`config.mk`:
```
export PLATFORM = sky130hd
export DESIGN_NAME = magnetron_ctrl
export DESIGN_NICKNAME = d
export VERILOG_FILES = /design/src/rtl/magnetron_ctrl.sv
export SDC_FILE = /design/constraint.sdc
export NUM_CORES = 1
export LEC_CHECK = 0
export CAP_MARGIN = 20
export CORE_MARGIN = 2
export CORE_UTILIZATION = 50
export DETAILED_ROUTE_END_ITERATION = 16
export PLACE_DENSITY = 0.8
export SLEW_MARGIN = 25
export SYNTH_ARGS = -nofsm -noshare
export SYNTH_HDL_FRONTEND = slang
export SYNTH_SLANG_ARGS = --single-unit
export TNS_END_PERCENT = 20
```
`constraint.sdc`:
```
create_clock -name clk -period 2.2 [get_ports clk]
set_input_delay 0.33 -clock clk [delete_from_list [all_inputs] [get_ports clk]]
set_output_delay 0.33 -clock clk [all_outputs]
set_load 0.01 [all_outputs]
```
`src/rtl/magnetron_ctrl.sv`:
```
// Cook-cycle controller driving the magnetron SR latch; optional DONE hold via DONE_HOLD_EN.
// Latency: input sampled at edge k -> registered pulse/state in cycle k+1.
// Backpressure: none; pulses are fire-and-forget, keys outside the current state are ignored.
module magnetron_ctrl #(
  parameter int TICK_DIV = 100,
  parameter int TIME_W   = 12,
  parameter int BEEP_CYC = 8
) (
  input  logic              clk,
  input  logic              rst,
  input  logic              start,
  input  logic              stop,
  input  logic              door_closed,
  input  logic              load,
  input  logic [TIME_W-1:0] load_time,
  output logic              mag_set,
  output logic              mag_reset,
  output logic [TIME_W-1:0] remaining,
  output logic              busy,
  output logic              done
);

  localparam int PW = (TICK_DIV > 1) ? $clog2(TICK_DIV) : 1;
  localparam logic [PW-1:0] PRESC_MAX = PW'(TICK_DIV - 1);

  if (TICK_DIV < 2 || BEEP_CYC < 1) begin : g_param_check
    $error("magnetron_ctrl: TICK_DIV must be >= 2 and BEEP_CYC >= 1");
  end

  typedef enum logic [1:0] {IDLE, COOK, PAUSE, DONE} state_t;

  state_t            state_q, state_d;
  logic [TIME_W-1:0] remaining_q, remaining_d;
  logic [PW-1:0]     presc_q, presc_d;
  logic              mag_set_q, mag_set_d;
  logic              mag_reset_q, mag_reset_d;
  logic              busy_q, busy_d;
  logic              done_q, done_d;
  logic              tick;

`ifdef DONE_HOLD_EN
  localparam int HW = (BEEP_CYC > 1) ? $clog2(BEEP_CYC) : 1;
  localparam logic [HW-1:0] HOLD_MAX = HW'(BEEP_CYC - 1);
  logic [HW-1:0] hold_q, hold_d;
`endif

  assign tick = (presc_q == PRESC_MAX);

  always_comb begin
    state_d     = state_q;
    remaining_d = remaining_q;
    presc_d     = presc_q;
    mag_set_d   = 1'b0;
    mag_reset_d = 1'b0;
`ifdef DONE_HOLD_EN
    hold_d      = hold_q;
`endif
    case (state_q)
      IDLE: begin
        if (stop) begin
          remaining_d = '0;
        end else if (start && door_closed && remaining_q != '0) begin
          state_d   = COOK;
          mag_set_d = 1'b1;
          presc_d   = '0;
        end else if (load) begin
          remaining_d = load_time;
        end
      end
      COOK: begin
        if (tick && remaining_q == TIME_W'(1)) begin
          state_d     = DONE;
          mag_reset_d = 1'b1;
          remaining_d = '0;
          presc_d     = '0;
`ifdef DONE_HOLD_EN
          hold_d      = '0;
`endif
        end else begin
          if (tick && remaining_q != '0) remaining_d = remaining_q - TIME_W'(1);
          // Pausing freezes the sub-second phase so the resumed second is not lost.
          if (!door_closed || stop) begin
            state_d     = PAUSE;
            mag_reset_d = 1'b1;
            presc_d     = tick ? '0 : presc_q;
          end else begin
            presc_d     = tick ? '0 : presc_q + PW'(1);
          end
        end
      end
      PAUSE: begin
        if (stop) begin
          state_d     = IDLE;
          remaining_d = '0;
        end else if (start && door_closed && remaining_q != '0) begin
          state_d   = COOK;
          mag_set_d = 1'b1;
        end else if (load) begin
          remaining_d = load_time;
        end
      end
      DONE: begin
`ifdef DONE_HOLD_EN
        if (stop || hold_q == HOLD_MAX) state_d = IDLE;
        else                            hold_d  = hold_q + HW'(1);
`else
        state_d = IDLE;
`endif
      end
      default: state_d = IDLE;
    endcase
    busy_d = (state_d == COOK);
    done_d = (state_d == DONE);
  end

  always_ff @(posedge clk) begin
    if (rst) begin
      state_q     <= IDLE;
      remaining_q <= '0;
      presc_q     <= '0;
      mag_set_q   <= 1'b0;
      mag_reset_q <= 1'b1;
      busy_q      <= 1'b0;
      done_q      <= 1'b0;
`ifdef DONE_HOLD_EN
      hold_q      <= '0;
`endif
    end else begin
      state_q     <= state_d;
      remaining_q <= remaining_d;
      presc_q     <= presc_d;
      mag_set_q   <= mag_set_d;
      mag_reset_q <= mag_reset_d;
      busy_q      <= busy_d;
      done_q      <= done_d;
`ifdef DONE_HOLD_EN
      hold_q      <= hold_d;
`endif
    end
  end

  assign mag_set   = mag_set_q;
  assign mag_reset = mag_reset_q;
  assign remaining = remaining_q;
  assign busy      = busy_q;
  assign done      = done_q;

endmodule

```
==> results.cfg, run 1 <==
[clock_tree]
cts_buffers = 3
hold_buffers = 0
clock_latency_ns = 0.33
clkTransAtPathRegs_ns = 0.14
clk_path_buf_depth = 2
cts_tree = yes
cts.sinks = 25
cts_root_buf = clkbuf_4
cts_max_level = 1

[cells_and_area]
area_delta_synth_final_pct = 30.41
final_cell_area_sq_mm = 0.002141
diodes = 0
drive_above_1_share_pct = 19.41
num-nets-final = 260
nFillCells = 260

[setup_path]
crit_path_start = presc_q[2]
critical_path.cell_chain = or4b_4, o31a_1, a41oi_4, nand2_2, o32ai_1
r2r_start = presc_q[2]
path_depth = 5
end_kind = flip-flop
cp_slowest_cell = or4b_4
cp.arrival_ns = 2.38
rr_worst_depth = 5
crit_family = compound AO/OA/AOI/OAI gates
cpPeakStageDelay_ns = 0.58
critPathBufInv = 0
ff2ff_setup_slack_ns = 0.06
critPathRequiredTime_ns = 2.44
path_max_fanout = 7
crit_type = reg -> reg
start_kind = flip-flop

[synthesis]
synth_top_area_share_pct = 30.49
ys_seq_area_share_pct = 30.49
synth_nets = 211
synthArstFlopShare_pct = 0
synth_edf_count = 0
synth_top_cell_by_area = dfxtp_1
synth_cell_types = 54
synth_most_common_cell = dfxtp_1
yosys-top-cells-area = dfxtp_1 (30%), a211oi_1 (4.6%), nand2_1 (4.3%)
syn_avg_cell_area_sq_um = 8.686
synth_commonest_cells = dfxtp_1 (25), nand2_1 (19), nor2_1 (13)
syn_area_sq_mm = 0.001642
ys.flop_type = dfxtp_1
ys_warn_count = 0
synthCells = 189
ys_ff_latch = 25

[global_routing]
grt_max_degree = 21
antenna_found_initial = 0
grt_pass1_vias = 1558
grtUsageTotal_pct = 27.06
grt-ovfl-total = 0
grt_pass1_wl_um = 7603

[power]
total_leakage_power_nw = 0.7727
ir_drop_mv = 0.3810
power_density_mw_per_mm2 = 493.3
p_total_w = 0.001056

[timing]
hold_viol_final = 0
tightest_slew_ns = 0.6108
clock_skew_ns = 0.004998
setup_viol = 0
period_minus_slack_ns = 2.139
slew_viol_final = 0
max_slew_margin_pct = 59.28
fin_crit_sh_pct = 97.22
final.setup.tns_ns = 0
grt_setup_unrepaired = true
fmax_mhz = 467.5

[detailed_routing]
wl_um = 4865
ant_nets = 0
drt_first_pass_iters = 4
wl_met1_um = 2166
wl_per_cell_um = 17.31
vias = 1759
drc = 0
top_layer = met4
met2_length_um = 2273
met3_length_um = 374
drt_iter0_drc = 163
viasPerCell = 6.260

[worst_hold_path]
hold_depth = 1
min_from = presc_q[6]
hp-class = reg -> reg

[floorplanning]
die_area_sq_mm = 0.003758
die_h_um = 61.30
dieWidth_um = 61.30
ios = 34
core-area_sq_mm = 0.003078
start_util_pct = 53.33
core.rowCount = 20

[run]
cap_violations = 0

[place]
post_dp_cell_area_sq_mm = 0.002049
io_buffers = 33
place.gp.congestion = 0.9351
hpwl_um = 3402

[run_status]
status = finished clean
-- layout by cell type (no fill, tap or decap), types with 4 or more instances in the layout --
cell / synthesis / routed
a211oi_1: 10 / 10
nand3_1: 4 / 4
buf_4: 0 / 21
a311oi_1: 4 / 4
o21ai_0: 5 / 5
nand2_1: 19 / 19
a22oi_1: 6 / 6
clkdlybuf4s50_1: 0 / 33
nor2_1: 13 / 13
a21oi_1: 10 / 10
nand2b_1: 4 / 4
inv_1: 11 / 11
nor4_1: 4 / 4
or3_1: 5 / 5
dfxtp_1: 25 / 23
o32ai_1: 7 / 6
-- power by group --
group	switching, W	leakage (nW)	internal (W)
Sequential	0.0000158	0.205	0.000470
Clock	0.000146	0.0150	0.0000712
Combinational	0.000188	0.553	0.000166
-- state kept, by name, indices dropped and copies added, names as in the netlist --
signal / count
state_q: 2
mag_set: 1
presc_q: 7
busy: 1
remaining: 12
mag_reset: 1
done: 1
-- layer usage --
layer	vias to the layer above	global-route usage, %
met5	-	0
met4	0	6.832
met3	6	4.832
met2	85	41.95
met1	837	38.85
li1	831	-
-- what timing repair did --
action | in CTS | in global routing
buffers inserted | 0 | 5
resized for setup | 0 | 7
setup endpoints to repair | 0 | 17
-- final timing paths --
kind,end
worst max-delay path,remaining[4]
worst max register to register,remaining[4]
worst min-delay path,presc_q[6]
worst min register to register,presc_q[6]
-- logic make-up after synthesis --
| logic type | after synthesis | synth area share (%) |
|---|---|---|
| AOI/OAI and AO/OA | 66 | 32.39 |
| xor gates and xnor gates | 1 | 0.5336 |
| buffers and inverters | 21 | 8.460 |
| adders and majority gates | 4 | 3.049 |
| and+or+nand+nor | 72 | 25.08 |
| DFF | 25 | 30.49 |
-- worst reg2reg max path, delay by kind of cell, from the launching register on --
kind	cells	cell delay, ns
AOI/OAI and AO/OA	3	0.94
DFF	1	0.37
and+or+nand+nor	2	0.75
-- area by class of cell --
type                            count  area (sq um)  share of cell area (%)
Timing Repair Buffer               54         488.0                   22.79
Tap cell                           44         55.05                   2.572
Sequential cell                    25         503.0                   23.50
Clock buffer                        4         26.28                   1.227
Multi-Input combinational cell    143          1027                   47.98
Inverter                           11         41.29                   1.929
-- stage by stage --
stage          utilization [%]  hold slack (ns)  std cells  setup WS (ns)
3_5_place_dp             66.59           0.4853        272        0.04497
3_3_place_gp             66.59           0.4688        272         0.1189
4_1_cts                  67.44           0.5044        276       0.004182
5_1_grt                  69.55           0.5113        281       -0.01549
2_1_floorplan                -           0.4485        189         0.1158
6_report                 69.55           0.5091        281        0.06114
Note: power is estimated with default switching activity, not from simulation.
==> run 2, diff against run 1 <==
--- a/config.mk
+++ b/config.mk
@@ -9,6 +9,7 @@
 export CORE_MARGIN = 2
 export CORE_UTILIZATION = 50
 export DETAILED_ROUTE_END_ITERATION = 16
+export GPL_ROUTABILITY_DRIVEN = 0
 export PLACE_DENSITY = 0.8
 export SLEW_MARGIN = 25
 export SYNTH_ARGS = -nofsm -noshare
==> results.cfg, run 2 (synthesis gave the netlist of run 1 again) <==
[run_status]
status = finished clean

[cells_and_area]
final_cell_area_sq_mm = 0.002125
layout_commonest_cell = clkdlybuf4s50_1
largest_register_ffs = 12
diodes = 0
nFillCells = 254
area_delta_synth_final_pct = 29.42
num-nets-final = 257
drive_above_1_share_pct = 17.95
final_cell_mix = clkdlybuf4s50_1 (33), dfxtp_1 (24), nand2_1 (19)
multi_input_area_sq_mm = 0.001035
fin_cells = 278
seq_area_sq_um = 501.7

[timing]
fmax_mhz = 469.4
max_slew_margin_pct = 67.27
fin_crit_sh_pct = 96.83
setup_viol = 0
grt_setup_unrepaired = true
hold_viol_final = 0
period_minus_slack_ns = 2.130
slew_viol_final = 0
tightest_slew_ns = 0.4905
clock_skew_ns = 0.02252

[floorplanning]
die_area_sq_mm = 0.003758
core.rowCount = 20
die_h_um = 61.30
dieWidth_um = 61.30
core-area_sq_mm = 0.003078
ios = 34
start_util_pct = 53.33

[place]
hpwl_um = 3279
io_buffers = 33
post_dp_cell_area_sq_mm = 0.002049
place_inst = 272

[power]
power_density_mw_per_mm2 = 489.5
ir_drop_mv = 0.2849
total_leakage_power_nw = 0.7661

[clock_tree]
clock_latency_ns = 0.33
clk_path_buf_depth = 2
cts_max_level = 1
clkTransAtPathRegs_ns = 0.13
cts.sinks = 25
hold_buffers = 0
cts_root_buf = clkbuf_4
cts_tree = yes
cts_buffers = 3

[global_routing]
grt_pass1_wl_um = 7217
grt_pass1_vias = 1569
grt-ovfl-total = 0
grtUsageTotal_pct = 25.59
grt_max_degree = 21
antenna_found_initial = 0

[worst_hold_path]
hp-class = reg -> reg

[setup_path]
crit_type = reg -> reg
start_kind = flip-flop
path_max_fanout = 9
critPathRequiredTime_ns = 2.40
cp.arrival_ns = 2.33
end_kind = flip-flop

[detailed_routing]
vias = 1725
ant_nets = 0
wl_um = 4518
drt_first_pass_iters = 4
drc = 0
drt_iter0_drc = 107
viasPerCell = 6.205
wl_per_cell_um = 16.25

[run]
cap_violations = 0
## run 2: cell types whose count changed in the layout (fill, tap and decap cells not counted), sizes merged
cell	before	now
buf	21	18
## run 2: what timing repair did
item                                    CTS  global route
buffers inserted                          0             2
resized for setup                         0             8
endpoints found under the hold margin     0             0
endpoints found under the setup margin    0            12
## run 2: worst max-delay path: stages, from the launching register on
cell	delay (ns)
dfxtp_1	0.39
or4b_4	0.57
o31a_1	0.30
a41o_1	0.34
nor2_1	0.28
a211oi_1	0.13
## run 2: power breakdown
part / total, W / internal (W) / leakage, nW / switching [W]
registers: 0.000486 / 0.000470 / 0.204 / 0.0000164
clock network: 0.000214 / 0.0000710 / 0.0150 / 0.000143
logic: 0.000340 / 0.000159 / 0.547 / 0.000181
## run 2: area by class of cell
class	instances	share of cell area, %
timing repair buffer	51	21.91
clock buffer	4	1.237
sequential	25	23.62
tap	44	2.591
inverter	11	1.943
multi-input combinational	143	48.70
## run 2: through the flow
stage               total power [W]  utilization, %  setup TNS (ns)  hold WS (ns)  setup slack [ns]
global route               0.001083           69.02         -0.1289        0.5327          -0.04421
detailed placement        0.0008162           66.59               0        0.4845           0.07104
CTS                        0.001015           67.44               0        0.5048           0.04562
global placement          0.0008121           66.59               0        0.4663           0.08579
floorplan                 0.0006972               -               0        0.4485            0.1158
finish                     0.001040           69.02               0        0.5013           0.06971
## run 2: metal layers
metal	wire length [um]	global-route usage, %	vias to the layer above
li1	-	-	831
met2	2033	37.54	84
met5	0	0	-
met3	427	3.571	9
met4	58	7.764	0
met1	1998	38.73	801
## run 2: final timing paths
path	start	endpoint	slack, ns	cells past startpoint
worst max register to register	presc_q[3]	remaining[0]	0.07	5
worst min register to register	presc_q[1]	presc_q[1]	0.50	2
worst min-delay path	presc_q[1]	presc_q[1]	0.50	2
worst max-delay path	presc_q[3]	remaining[0]	0.07	5
